--- config.mk ---
export PLATFORM = sky130hd
export DESIGN_NAME = axil_write_ctrl
export DESIGN_NICKNAME = d
export VERILOG_FILES = /design/src/rtl/axil_write_ctrl.sv
export SDC_FILE = /design/constraint.sdc
export NUM_CORES = 1
export LEC_CHECK = 0
export ABC_AREA = 1
export BUFFER_PORTS_ARGS = -buffer_cell sky130_fd_sc_hd__buf_4
export CORE_ASPECT_RATIO = 1.75
export CORE_MARGIN = 1
export CORE_UTILIZATION = 46
export DETAILED_ROUTE_END_ITERATION = 7
export PLACE_DENSITY = 0.76
export SYNTH_ARGS = -nofsm -noshare
export SYNTH_HDL_FRONTEND = slang
export SYNTH_SLANG_ARGS = --single-unit
--- constraint.sdc ---
create_clock -name s_axi_aclk -period 2 [get_ports s_axi_aclk]
set_input_delay 0.1 -clock s_axi_aclk [delete_from_list [all_inputs] [get_ports s_axi_aclk]]
set_output_delay 0.1 -clock s_axi_aclk [all_outputs]
set_load 0.05 [all_outputs]
--- src/rtl/axil_write_ctrl.sv ---
// AXI4-Lite write-channel controller: joins AW and W into one request towards a
// register file, waits for its ack (with an optional watchdog) and returns a B response.
module axil_write_ctrl #(
    parameter int ADDR_WIDTH = 32,
    parameter int DATA_WIDTH = 32,
    parameter int TIMEOUT    = 16
) (
    input  logic                      s_axi_aclk,
    input  logic                      s_axi_aresetn,
    input  logic [ADDR_WIDTH-1:0]     s_axi_awaddr,
    input  logic                      s_axi_awvalid,
    output logic                      s_axi_awready,
    input  logic [DATA_WIDTH-1:0]     s_axi_wdata,
    input  logic [DATA_WIDTH/8-1:0]   s_axi_wstrb,
    input  logic                      s_axi_wvalid,
    output logic                      s_axi_wready,
    output logic [1:0]                s_axi_bresp,
    output logic                      s_axi_bvalid,
    input  logic                      s_axi_bready,
    input  logic                      err_write_i,
    output logic                      wr_req_o,
    output logic [ADDR_WIDTH-1:0]     wr_addr_o,
    output logic [DATA_WIDTH-1:0]     wr_data_o,
    output logic [DATA_WIDTH/8-1:0]   wr_strb_o,
    input  logic                      wr_ack_i
);

    localparam int CNT_WIDTH = (TIMEOUT > 0) ? $clog2(TIMEOUT + 1) : 1;
    localparam logic [CNT_WIDTH-1:0] CNT_LAST = CNT_WIDTH'((TIMEOUT > 0) ? TIMEOUT - 1 : 0);
    localparam logic [1:0] RESP_OKAY   = 2'b00;
    localparam logic [1:0] RESP_SLVERR = 2'b10;

    typedef enum logic [1:0] {
        ST_IDLE,
        ST_REQ,
        ST_RESP
    } state_e;

    state_e                    state_q, state_d;
    logic                      bvalid_q, bvalid_d;
    logic [1:0]                bresp_q, bresp_d;
    logic                      wr_req_q, wr_req_d;
    logic [ADDR_WIDTH-1:0]     addr_q, addr_d;
    logic [DATA_WIDTH-1:0]     data_q, data_d;
    logic [DATA_WIDTH/8-1:0]   strb_q, strb_d;
    logic [CNT_WIDTH-1:0]      cnt_q, cnt_d;
    logic                      accept;

    // Reset is folded in so the readies stay low while reset is held, even with valids up.
    assign accept        = s_axi_aresetn && (state_q == ST_IDLE) && s_axi_awvalid && s_axi_wvalid;
    assign s_axi_awready = accept;
    assign s_axi_wready  = accept;

    assign s_axi_bvalid  = bvalid_q;
    assign s_axi_bresp   = bresp_q;
    assign wr_req_o      = wr_req_q;
    assign wr_addr_o     = addr_q;
    assign wr_data_o     = data_q;
    assign wr_strb_o     = strb_q;

    always_comb begin
        state_d  = state_q;
        bvalid_d = bvalid_q;
        bresp_d  = bresp_q;
        wr_req_d = wr_req_q;
        addr_d   = addr_q;
        data_d   = data_q;
        strb_d   = strb_q;
        cnt_d    = cnt_q;

        case (state_q)
            ST_IDLE: begin
                if (accept) begin
                    addr_d = s_axi_awaddr;
                    data_d = s_axi_wdata;
                    strb_d = s_axi_wstrb;
                    cnt_d  = '0;
                    if (err_write_i) begin
                        state_d  = ST_RESP;
                        bvalid_d = 1'b1;
                        bresp_d  = RESP_SLVERR;
                    end else begin
                        state_d  = ST_REQ;
                        wr_req_d = 1'b1;
                    end
                end
            end
            ST_REQ: begin
                // Ack wins over a watchdog expiry landing in the same cycle.
                if (wr_ack_i) begin
                    state_d  = ST_RESP;
                    wr_req_d = 1'b0;
                    bvalid_d = 1'b1;
                    bresp_d  = RESP_OKAY;
                end else if ((TIMEOUT > 0) && (cnt_q == CNT_LAST)) begin
                    state_d  = ST_RESP;
                    wr_req_d = 1'b0;
                    bvalid_d = 1'b1;
                    bresp_d  = RESP_SLVERR;
                end else if (cnt_q != '1) begin
                    cnt_d = cnt_q + 1'b1;
                end
            end
            ST_RESP: begin
                if (s_axi_bready) begin
                    state_d  = ST_IDLE;
                    bvalid_d = 1'b0;
                end
            end
            default: begin
                state_d  = ST_IDLE;
                bvalid_d = 1'b0;
                wr_req_d = 1'b0;
            end
        endcase
    end

    always_ff @(posedge s_axi_aclk or negedge s_axi_aresetn) begin
        if (!s_axi_aresetn) begin
            state_q  <= ST_IDLE;
            bvalid_q <= 1'b0;
            bresp_q  <= RESP_OKAY;
            wr_req_q <= 1'b0;
            addr_q   <= '0;
            data_q   <= '0;
            strb_q   <= '0;
            cnt_q    <= '0;
        end else begin
            state_q  <= state_d;
            bvalid_q <= bvalid_d;
            bresp_q  <= bresp_d;
            wr_req_q <= wr_req_d;
            addr_q   <= addr_d;
            data_q   <= data_d;
            strb_q   <= strb_d;
            cnt_q    <= cnt_d;
        end
    end

endmodule

# Word level (Yosys, flattened, before mapping)
# Index checks and enable logic that the tools add are counted.
# Widths: inputs -> output; s select.
# word_totals
regBits	79
latchBits	0
mem_bits_rw	0
rom_bits	0
input_bits	75
wordCells	59
mem_count	0
# classes
add_sub_neg	1
mul	0
div	0
n_lt_le_gt_ge	0
eq_ne	12
n_shift	0
muxes	26
bitwise_logic	1
n_reduce_logical	11
# op_table
op	n
$mux 5	4
$mux 2	8
$ne 2x2->1 const B	7
$reduce_and 4->1	3
$pmux 5 s2	1
$mux 1	9
$pmux 1 s3	2
$pmux 2 s3	1
$add 5x1->5 const B	1
$eq 5x4->1 const B	1
$ne 5x5->1 const B	1
$reduce_and 5->1	1
$pmux 2 s2	1
$logic_and 1x1->1	3
$ne 3x3->1 const B	1
$reduce_and 3->1	1
$eq 2x1->1 const B	1
$eq 2x2->1 const B	1
$logic_not 2->1	1
$reduce_and 2->1	1
$reduce_bool 2->1	1
$not 1->1	1

# Longest topological paths before layout
# logic_depth
depth_word	6
depth_mapped	9
ltp_nobuf	9

# Worst setup path before layout
# OpenSTA, ideal clock, no wires.
# synth_path
kind	reg-to-reg
start	reg cnt_q[0]
end	reg bresp_q[1] (netlist: s_axi_bresp[1])
setup_time_ns	0.129
arrival_time_ns	1.330
t_required_ns	1.871
path_slack_ns	0.540
stages_incl_launch_ff	9
n_path_buf	0
synth_period_minus_slack_ns	1.460
path_cell_list	dfrtp_1 -> ha_1 -> nand2_1 -> nor2_1 -> ha_1 -> nor2_1 -> nand2_1 -> nand3_1 -> a21boi_0
# synth_between
elab_chain_cells	3
# synth_rtl
element	line_no	text
from (decl)	46	logic [CNT_WIDTH-1:0] cnt_q, cnt_d;
from (signal assigned)	136	cnt_q <= cnt_d;
$eq 5x4->1	95	end else if ((TIMEOUT > 0) && (cnt_q == CNT_LAST)) begin
$ne 3x3->1 (no source line)	-	
$reduce_and 4->1 (no source line)	-	
to (signal assigned)	131	bresp_q <= bresp_d;
to (decl)	41	logic [1:0] bresp_q, bresp_d;
# Every way passes these cells.
# A chain may end at the register's enable or synchronous reset.

# Final worst setup path
# layout_path
start	reg state_q[1]
end	out s_axi_awready
# layout_between
elab_chain_cells	4
# layout_rtl
element	line_no	text
from (decl)	39	state_e state_q, state_d;
from (signal assigned)	129	state_q <= state_d;
$logic_not 2->1	50	assign accept = s_axi_aresetn && (state_q == ST_IDLE) && s_axi_awvalid && s_axi_wvalid;
$logic_and 1x1->1 (3 in a row)	50	
to (decl)	12	output logic s_axi_awready,
# Every way passes these cells.

==> flow_metrics.env <==
export IMPL_final_min_period_over_clock_period_pct=92.53
export IMPL_start_kind="flip-flop"
export IMPL_yosys_area_top_type="sky130_fd_sc_hd__dfrtp_1"
export IMPL_tritoncts="built"
export IMPL_synth_edff_count=0
export IMPL_synth_most_common_cell="sky130_fd_sc_hd__nand2_1"
export IMPL_cts_buffers=9
export IMPL_max_cap_violations=0
export IMPL_final_hold_viol_count=0
export IMPL_worst_pin_slew_ns=0.9606
export IMPL_root_buffer="sky130_fd_sc_hd__clkbuf_16"
export IMPL_yosysTopAreaCellShare_pct=61.73
export IMPL_die_w_um=64.67
export IMPL_grt_total_usage_pct=28.65
export IMPL_placement_rows=39
export IMPL_route_layer_met1_wl_um=3321
export IMPL_post_route_min_period_ns=1.851
export IMPL_power_ir_vdd_worst_mv=1.071
export IMPL_number_of_antenna_violations_at_the_first_check_in_global_routing=0
export IMPL_die_height_um=111.7
export IMPL_dp_hpwl_um=5543
export IMPL_top_layer_used="met4"
export IMPL_detailroute_wirelength_met2_um=5354
export IMPL_route_detailed_wl_per_inst_um=14.48
export IMPL_syn_to_final_growth_pct=68.46
export IMPL_detailed_place_area_um2=4305
export IMPL_met3_wire_length_um=415
export IMPL_globalRoute_totalOverflow=0
export IMPL_route_vias_total=3212
export IMPL_core_um2=6588
export IMPL_syn_area_um2=3162
export IMPL_netlist_cell_type_count=20
export IMPL_via_count_of_the_first_global_routing_pass=3355
export IMPL_clock_tree_htree_level_count=3
export IMPL_cellPowerDensity_nw_per_um2=1779
export IMPL_cts_sink_count=78
export IMPL_yosysSeqAreaShare_pct=61.73
export IMPL_cts_repair_timing_setup_buffer_count=0
export IMPL_num_nets_final=655
export IMPL_endpoint_kind="primary output"
export IMPL_first_pass_iters=4
export IMPL_power_leakage_nw=2.945
export IMPL_synth_ff_type="sky130_fd_sc_hd__dfrtp_1"
export IMPL_timing_slew_headroom_pct=35.96
export IMPL_ys_warnings_count=0
export IMPL_post_synth_main_area_contributors="sky130_fd_sc_hd__dfrtp_1 (62%), sky130_fd_sc_hd__nand2_1 (27%), sky130_fd_sc_hd__buf_4 (2.1%)"
export IMPL_first_pass_grt_wire_length_um=15400
export IMPL_number_of_setup_violations_in_the_final_report=0
export IMPL_clk_path_buf_depth=2
export IMPL_die_area_um2=7222
export IMPL_place_port_buffers=147
export IMPL_max_clock_freq_mhz=540.4
export IMPL_drt_initial_drc_count=236
export IMPL_ys_seq_elements=78
export IMPL_timing_hold_worst_class="in -> reg"
export IMPL_fin_hold_ws_ns=0.004433
export IMPL_critPathKind="reg -> out"
export IMPL_routabilityCongestion=0.7971
export IMPL_final_area_um2=5326
export IMPL_average_footprint_of_a_synthesized_cell_um2=8.662
export IMPL_syn_inst=365
export IMPL_final_max_slew_violation_count=0
export IMPL_grt_start_max_net_pins=79
export IMPL_diodes=0
export IMPL_start_util_pct=48.00
export IMPL_detail_route_antenna_nets=0
export IMPL_timing_clock_skew_ns=0.006210
export IMPL_sum_of_routed_wire_length_over_all_layers_um=9618
export IMPL_design_portCount=149
export IMPL_worstPathRequired_ns=1.90
export IMPL_fraction_of_layout_instances_using_a_drive_strength_above_1_pct=29.04
export IMPL_synth_cells_most_frequent="sky130_fd_sc_hd__nand2_1 (226), sky130_fd_sc_hd__dfrtp_1 (78), sky130_fd_sc_hd__inv_1 (11)"
export IMPL_critical_path_arrival_ns=1.75
export IMPL_fin_util_pct=80.85
export IMPL_clk_pin_slew_ns=0.06
export IMPL_rsz0062_at_grt="no"
export IMPL_synthArstFlopShare_pct=100.0
export IMPL_outcome="complete, no violations"
export IMPL_detail_route_drc_violations=0
export IMPL_final_setup_tns_ns=0
export IMPL_drt_vias_per_instance=4.837
export IMPL_synthesis_nets=443
export IMPL_clk_insertion_delay_late_ns=0.33
export IMPL_crit_path_max_fanout=26
final cells by class:
class	count	area, um^2
flip-flops and latches	78	1952
repair buffers	218	1817
fillers	411	1261
multi-input cells	258	1060
clock buffers	13	260.3
well taps	82	102.6
clock inverters	3	90.09
inverters	12	45.04
worst paths after layout:
| check | startpoint | end | slack (ns) | cells past startpoint |
|---|---|---|---|---|
| max | state_q[1] | s_axi_awready | 0.15 | 4 |
| min | s_axi_wdata[17] | wr_data_o[17] | 0.004 | 3 |
| max reg2reg | state_q[1] | cnt_q[2] | 0.29 | 6 |
| min reg2reg | wr_data_o[4] | wr_data_o[4] | 0.48 | 2 |
| max in group asynchronous | s_axi_aresetn | cnt_q[1] | 1.32 | 2 |
| min in group asynchronous | s_axi_aresetn | s_axi_bresp[1] | 0.03 | 2 |
metrics by stage:
stage / total power, mW / worst slack [ns] / instances
6_report: 9.474 / 0.1494 / 664
5_1_grt: 9.889 / 0.07336 / 664
4_1_cts: 9.443 / 0.1356 / 664
3_5_place_dp: 7.423 / 0.3033 / 581
3_3_place_gp: 7.341 / 0.3825 / 581
2_1_floorplan: 5.881 / 0.5400 / 365
what timing repair did:
item / in CTS / in global routing
resized for setup: 0 / 0
endpoints found under the hold margin: 67 / 0
hold buffers: 67 / 0
state kept, by name, summed over array words and instances, names as in the netlist:
name / flops
wr_addr_o: 32
wr_strb_o: 4
s_axi_bvalid: 1
state_q: 2
wr_data_o: 32
wr_req_o: 1
s_axi_bresp: 1
cnt_q: 5
cell families after synthesis:
family | share of synthesized area (%)
AND/OR/NAND/NOR | 30.87
adder cells (fa/ha/maj) | 1.187
buffers and inverters | 5.025
XOR/XNOR | 0.2771
AO/OA/AOI/OAI | 0.7916
other | 0.1186
flip-flops | 61.73
worst max-delay path, stage by stage, from the launching register on:
cell                      delay [ns]
sky130_fd_sc_hd__dfrtp_1        0.46
sky130_fd_sc_hd__nor2_4         0.18
sky130_fd_sc_hd__nand4_4        0.10
sky130_fd_sc_hd__inv_2          0.38
sky130_fd_sc_hd__buf_4          0.29
cell usage in the layout (no fill, tap or decap):
master	count
sky130_fd_sc_hd__clkbuf_8	2
sky130_fd_sc_hd__inv_1	11
sky130_fd_sc_hd__dfrtp_1	78
sky130_fd_sc_hd__o21ai_0	2
sky130_fd_sc_hd__nor2_1	8
sky130_fd_sc_hd__nand4_1	1
sky130_fd_sc_hd__buf_4	150
sky130_fd_sc_hd__o21bai_1	1
sky130_fd_sc_hd__nand2_1	226
sky130_fd_sc_hd__nor2_4	1
sky130_fd_sc_hd__bufinv_16	3
sky130_fd_sc_hd__nand3_2	1
sky130_fd_sc_hd__nand4_4	1
sky130_fd_sc_hd__conb_1	1
sky130_fd_sc_hd__buf_12	1
sky130_fd_sc_hd__clkbuf_16	9
sky130_fd_sc_hd__nor3b_1	1
sky130_fd_sc_hd__dlygate4sd3_1	67
sky130_fd_sc_hd__nand3_1	10
sky130_fd_sc_hd__a21boi_0	1
sky130_fd_sc_hd__xor2_1	1
sky130_fd_sc_hd__ha_1	3
sky130_fd_sc_hd__clkbuf_1	2
sky130_fd_sc_hd__inv_2	1
routing by layer:
metal	vias up	track usage, %
met2	144	52.00
met4	0	20.00
met5	-	0
met1	1506	29.22
li1	1524	-
met3	38	3.689
power breakdown:
| part | switching [mW] | leakage, nW | internal (mW) |
|---|---|---|---|
| clock network | 0.589 | 0.170 | 1.29 |
| registers | 0.451 | 0.976 | 2.28 |
| logic | 3.45 | 1.80 | 1.42 |
| total | 4.49 | 2.95 | 4.99 |
(Power assumes the default switching activity.)
